### config.mk
export PLATFORM = sky130hd
export DESIGN_NAME = jts16b_adc_seq_flat
export DESIGN_NICKNAME = d
export VERILOG_FILES = /design/src/rtl/jts16b_adc_seq_if.sv /design/src/rtl/jts16b_adc_seq.sv /design/src/flat_wrapper.sv
export SDC_FILE = /design/constraint.sdc
export NUM_CORES = 1
export LEC_CHECK = 0
export BUFFER_PORTS_ARGS = -buffer_cell sky130_fd_sc_hd__buf_4
export CORE_MARGIN = 2
export CORE_UTILIZATION = 40
export CTS_CLUSTER_DIAMETER = 100
export DETAILED_ROUTE_END_ITERATION = 10
export PLACE_DENSITY = 0.67
export RECOVER_POWER = 100
export SLEW_MARGIN = 10
export SYNTH_ARGS = -nofsm -noshare
export SYNTH_HDL_FRONTEND = slang
export SYNTH_SLANG_ARGS = --single-unit
### constraint.sdc
create_clock -name clk -period 1.8 [get_ports clk]
set_clock_uncertainty 0.1 [all_clocks]
set_input_delay 0.09 -clock clk [delete_from_list [all_inputs] [get_ports clk]]
set_output_delay 0.09 -clock clk [all_outputs]
set_load 0.01 [all_outputs]
### src/rtl/jts16b_adc_seq_if.sv
// CPU-side bus of the serial ADC sequencer: access qualifiers from the
// cabinet decoder plus the read data and status returned to it.
interface jts16b_adc_seq_if;
    logic       cs;
    logic       wr;
    logic       rd;
    logic [1:0] sel;
    logic [7:0] dout;
    logic       busy;
    logic       ready;

    modport master (
        output cs, wr, rd, sel,
        input  dout, busy, ready
    );

    modport slave (
        input  cs, wr, rd, sel,
        output dout, busy, ready
    );
endinterface

### src/rtl/jts16b_adc_seq.sv
// Serial ADC sequencer for the 68000 cabinet I/O window. A write starts a
// timed conversion of the selected channel; each following read access
// returns one result bit, MSB first, in bit 0 of the read data.
module jts16b_adc_seq #(
    parameter int CONV_CYCLES = 64,
    parameter int BITS        = 8
) (
    input  logic             clk,
    input  logic             rst,
    jts16b_adc_seq_if.slave  bus,
    input  logic [7:0]       ch0,
    input  logic [7:0]       ch1,
    input  logic [7:0]       ch2,
    input  logic [7:0]       ch3
);
    localparam logic [1:0] ST_IDLE  = 2'd0;
    localparam logic [1:0] ST_CONV  = 2'd1;
    localparam logic [1:0] ST_READY = 2'd2;

    logic [1:0]      state_q,   state_d;
    logic [BITS-1:0] shreg_q,   shreg_d;
    logic [3:0]      bitcnt_q,  bitcnt_d;
    logic [9:0]      convcnt_q, convcnt_d;
    logic [7:0]      dout_q,    dout_d;
    logic            cs_l_q;
    logic            rd_seen_q, rd_seen_d;
    logic            busy_q;
    logic            ready_q;
    logic            acc_start;
    logic            acc_end;
    logic            wr_start;
    logic            rd_end;
    logic [7:0]      ch_sel;

    // A CPU access is acted on only at its cs edges, so long bus cycles count once.
    assign acc_start = bus.cs & ~cs_l_q;
    assign acc_end   = ~bus.cs & cs_l_q;
    assign wr_start  = acc_start & bus.wr;
    assign rd_end    = acc_end & rd_seen_q;

    // Remember whether the current access was a read, since rd is gone when cs drops.
    always_comb begin
        rd_seen_d = 1'b0;
        if (bus.cs) begin
            rd_seen_d = bus.rd | (rd_seen_q & cs_l_q);
        end
    end

    // Channel mux driven by the CPU address bits.
    always_comb begin
        ch_sel = ch0;
        case (bus.sel)
            2'd1:    ch_sel = ch1;
            2'd2:    ch_sel = ch2;
            2'd3:    ch_sel = ch3;
            default: ch_sel = ch0;
        endcase
    end

    // Sequencer next state; a start write overrides anything else in flight.
    always_comb begin
        state_d   = state_q;
        shreg_d   = shreg_q;
        bitcnt_d  = bitcnt_q;
        convcnt_d = convcnt_q;
        if (wr_start) begin
            shreg_d   = BITS'(ch_sel);
            convcnt_d = 10'(CONV_CYCLES - 1);
            bitcnt_d  = 4'd0;
            state_d   = ST_CONV;
        end else begin
            case (state_q)
                ST_CONV: begin
                    if (convcnt_q == 10'd0) begin
                        state_d  = ST_READY;
                        bitcnt_d = 4'(BITS);
                    end else begin
                        convcnt_d = convcnt_q - 10'd1;
                    end
                end
                ST_READY: begin
                    if (rd_end) begin
                        shreg_d  = {shreg_q[BITS-2:0], 1'b1};
                        bitcnt_d = bitcnt_q - 4'd1;
                        if (bitcnt_q == 4'd1) begin
                            state_d = ST_IDLE;
                        end
                    end
                end
                default: state_d = ST_IDLE;
            endcase
        end
    end

    // Read data follows the state one cycle later, so it settles after each shift.
    always_comb begin
        dout_d = 8'h01;
        case (state_q)
            ST_CONV:  dout_d = 8'h00;
            ST_READY: dout_d = {7'd0, shreg_q[BITS-1]};
            default:  dout_d = 8'h01;
        endcase
    end

    // State, counters and outputs registered with synchronous reset.
    always_ff @(posedge clk) begin
        if (rst) begin
            state_q   <= ST_IDLE;
            shreg_q   <= '1;
            bitcnt_q  <= 4'd0;
            convcnt_q <= 10'd0;
            dout_q    <= 8'h01;
            cs_l_q    <= 1'b0;
            rd_seen_q <= 1'b0;
            busy_q    <= 1'b0;
            ready_q   <= 1'b0;
        end else begin
            state_q   <= state_d;
            shreg_q   <= shreg_d;
            bitcnt_q  <= bitcnt_d;
            convcnt_q <= convcnt_d;
            dout_q    <= dout_d;
            cs_l_q    <= bus.cs;
            rd_seen_q <= rd_seen_d;
            busy_q    <= (state_d == ST_CONV);
            ready_q   <= (state_d == ST_READY);
        end
    end

    assign bus.dout  = dout_q;
    assign bus.busy  = busy_q;
    assign bus.ready = ready_q;
endmodule

### src/flat_wrapper.sv
// flat-port wrapper written by rule: the top's interface ports become plain ports
module jts16b_adc_seq_flat 
#(
    parameter int CONV_CYCLES = 64,
    parameter int BITS        = 8
)
  (clk, rst, ch0, ch1, ch2, ch3, bus_cs, bus_wr, bus_rd, bus_sel, bus_dout, bus_busy, bus_ready);
  jts16b_adc_seq_if bus_i ();
  input  logic clk;
  input  logic rst;
  input  logic [7:0] ch0;
  input  logic [7:0] ch1;
  input  logic [7:0] ch2;
  input  logic [7:0] ch3;
  input wire logic [$bits(bus_i.cs)-1:0] bus_cs;
  input wire logic [$bits(bus_i.wr)-1:0] bus_wr;
  input wire logic [$bits(bus_i.rd)-1:0] bus_rd;
  input wire logic [$bits(bus_i.sel)-1:0] bus_sel;
  output wire logic [$bits(bus_i.dout)-1:0] bus_dout;
  output wire logic [$bits(bus_i.busy)-1:0] bus_busy;
  output wire logic [$bits(bus_i.ready)-1:0] bus_ready;
  assign bus_i.cs = bus_cs;
  assign bus_i.wr = bus_wr;
  assign bus_i.rd = bus_rd;
  assign bus_i.sel = bus_sel;
  assign bus_dout = bus_i.dout;
  assign bus_busy = bus_i.busy;
  assign bus_ready = bus_i.ready;
  jts16b_adc_seq #(.CONV_CYCLES(CONV_CYCLES), .BITS(BITS)) u_core (.clk(clk), .rst(rst), .bus(bus_i), .ch0(ch0), .ch1(ch1), .ch2(ch2), .ch3(ch3));
endmodule
==> flow_metrics.tcl <==
set metrics [dict create \
    status "completed" \
    tightest_slew_ns 0.9102 \
    grt_use_total 0.1744 \
    hold_viol 0 \
    regArea_sq_um 583.1 \
    wl_per_cell_microns 13.85 \
    dpl_cell_area_sq_mm 0.002120 \
    hp-class "in -> reg" \
    numCtsBuffers 5 \
    pin_count 49 \
    vias_per_cell 5.447 \
    crit_fanout 2 \
    cts_setup_buffers 0 \
    vdd_drop_max_mv 0.3140 \
    rsz0062_at_grt "no" \
    yosysWarnings 0 \
    antenna_cells 0 \
    clock_latency_ns 0.28 \
    rows 23 \
    path_clk_slew_ns 0.07 \
    clock_path_buffers 2 \
    cts.sinks 29 \
    initial_core_util 0.4196 \
    grt_start_max_net_pins 23 \
    area_delta_synth_final_pct 31.98 \
    final_cell_area_sq_mm 0.002231 \
    fin_util 0.5537 \
    end_kind "flip-flop" \
    core-area_sq_mm 0.004029 \
    vias 1547 \
    synth_common_cells "dfxtp_1, nor2_1" \
    synth.most_common_cell "dfxtp_1" \
    drtIter0Drc 88 \
    syn-instance-count 178 \
    ys_ff_latch 29 \
    yosysTopAreaCell "dfxtp_1" \
    required_ns 1.87 \
    hold_slack_ns 0.01133 \
    fp.dieW_microns 69.01 \
    placed_cells 275 \
    crit_type "reg -> reg" \
    synth_area_leaders "dfxtp_1, mux4_2, ha_1, buf_4, nor2_1" \
    worst_ep_arrival_time_ns 1.79 \
    path_buf_inv 1 \
    critical_path.max_stage_delay_ns 0.49 \
    synth.avg_cell_area_sq_um 9.496 \
    yosysUniqueCellTypes 47 \
    syn_area_sq_mm 0.001690 \
    drive_gt1_frac 0.3462 \
    fin_setup_tns_ns 0 \
    finalNetCount 278 \
    dieArea_sq_mm 0.004762 \
    fillCellCount 391 \
    synth_edf_count 0 \
    period_share 0.9525 \
    grt_pass1_vias 1522 \
    gp_congestion 0.8245 \
    cap_viol_max_count 0 \
    hpwl_mm 2.988 \
    grt_overflow 0 \
    start_kind "flip-flop" \
    antenna_found_initial 0 \
    yosysSeqAreaShare 0.3434 \
    yosys.area.top_type_share 0.3434 \
    cts_tree "built" \
    die_h_microns 69.01 \
    worst_path_max_delay_cell "or3b_2" \
    p_leak_nw 0.8915 \
    drt-total-wl_mm 3.934 \
    relSlewSlack 0.3932 \
    final_max_slew_viol_count 0 \
    fmax_ghz 0.5833 \
    layout_min_cycle_time_ns 1.714 \
    setup_violations 0 \
    p_per_area_mw_per_mm2 713.4 \
    async_reset_ff_frac 0 \
    drcViolationCount 0 \
    crit_family "simple AND/OR/NAND/NOR gates" \
    grt_pass1_wl_mm 6.789 \
    clockRootBuffer "clkbuf_8" \
    synth_flop_cell "dfxtp_1" \
    ant_nets 0 \
    firstDrtPassIters 4 \
    worstPathCellList "inv_1 -> ha_1 -> or3b_2 -> a2111oi_4 -> xnor2_1 -> nor2_1" \
    port-buffer-count 41 \
    final_cells 284 \
    multiInputGateArea_sq_mm 0.001040 \
    h-tree-depth 2 \
]
-- through the flow --
| stage | worst slack (ns) | total power, W |
|---|---|---|
| after floorplan | 0.004872 | 0.0008874 |
| after global placement | 0.08859 | 0.001001 |
| after detailed placement | 0.04571 | 0.001005 |
| after CTS | 0.03073 | 0.001600 |
| after global routing | 0.01907 | 0.001671 |
| final | 0.08558 | 0.001591 |
-- placed cells by master (no fill, tap or decap), types with 3 or more instances in the layout --
cell | Yosys | layout
nor2b_1 | 4 | 3
xnor2_1 | 5 | 5
mux4_2 | 8 | 8
buf_4 | 7 | 50
nand2b_1 | 3 | 3
a31oi_1 | 3 | 3
a211oi_1 | 5 | 4
mux2i_1 | 3 | 3
o22ai_1 | 8 | 8
nor2_1 | 14 | 14
dfxtp_1 | 29 | 27
ha_1 | 6 | 6
or3_1 | 5 | 5
conb_1 | 1 | 7
o21bai_1 | 6 | 6
a21oi_1 | 8 | 8
clkbuf_1 | 7 | 5
o21ai_0 | 5 | 5
nand2_1 | 8 | 8
nand3b_1 | 4 | 4
inv_1 | 8 | 8
clkbuf_8 | 0 | 7
-- worst reg2reg max path: stages (launching register included) --
cell	delay, ns
dfxtp_1	0.31
inv_1	0.05
ha_1	0.15
or3b_2	0.49
a2111oi_4	0.30
xnor2_1	0.15
nor2_1	0.05
-- sequential cells by signal, indices dropped and copies added (netlist names) --
| name | count |
|---|---|
| u_core.rd_seen_q | 1 |
| u_core.bus.busy | 1 |
| u_core.state_q | 2 |
| u_core.bitcnt_q | 4 |
| u_core.convcnt_q | 10 |
| u_core.bus.ready | 1 |
| u_core.cs_l_q | 1 |
| u_core.shreg_q | 8 |
| u_core.bus.dout | 1 |
-- final timing paths --
kind | end | slack (ns) | depth (start not counted) | start
max | u_core.convcnt_q[7]$_SDFFE_PP0P_ | 0.09 | 6 | u_core.state_q[1]$_SDFF_PP0_
min | u_core.cs_l_q$_SDFF_PP0_ | 0.01 | 2 | bus_cs
max reg2reg | u_core.convcnt_q[7]$_SDFFE_PP0P_ | 0.09 | 6 | u_core.state_q[1]$_SDFF_PP0_
min reg2reg | u_core.convcnt_q[8]$_SDFFE_PP0P_ | 0.39 | 2 | u_core.convcnt_q[8]$_SDFFE_PP0P_
-- report_power, final --
| part | total [W] | internal (W) | switching [W] |
|---|---|---|---|
| clock | 0.000591 | 0.000345 | 0.000246 |
| sequential | 0.000694 | 0.000671 | 0.0000230 |
| combinational | 0.000307 | 0.000176 | 0.000131 |
| total | 0.00159 | 0.00119 | 0.000400 |
-- routing by layer --
| layer | vias to the layer above | part of all wire | GRT usage |
|---|---|---|---|
| met4 | 0 | 0.015 | 0.06536 |
| met3 | 5 | 0.074 | 0.05263 |
| met1 | 724 | 0.45 | 0.2144 |
| met2 | 60 | 0.47 | 0.2874 |
| met5 | - | 0 | 0 |
| li1 | 758 | - | - |
-- area by class of cell --
| cell class | instances | area share |
|---|---|---|
| multi-input combinational | 131 | 0.4661 |
| clock buffer | 7 | 0.04319 |
| timing repair buffer | 58 | 0.1856 |
| inverter | 8 | 0.01346 |
| sequential | 29 | 0.2614 |
| tap | 50 | 0.02804 |
| clock inverter | 1 | 0.002243 |
-- cells by family after synthesis --
| kind of cell | Yosys count | share of synthesized area |
|---|---|---|
| flops | 29 | 0.3435 |
| simple gates | 56 | 0.1984 |
| other cells | 1 | 0.002218 |
| mux | 11 | 0.1244 |
| buf+inv | 24 | 0.06958 |
| compound gates | 46 | 0.1917 |
| xor+xnor | 5 | 0.02591 |
| fa+ha+maj | 6 | 0.04441 |
-- what timing repair did --
| action | 4_1_cts | 5_1_grt |
|---|---|---|
| setup endpoints to repair | 0 | 7 |
| hold buffers | 1 | 0 |
| hold endpoints to repair | 1 | 0 |
| gates resized for setup | 0 | 5 |
No activity file was read; power rests on OpenSTA's default activity.
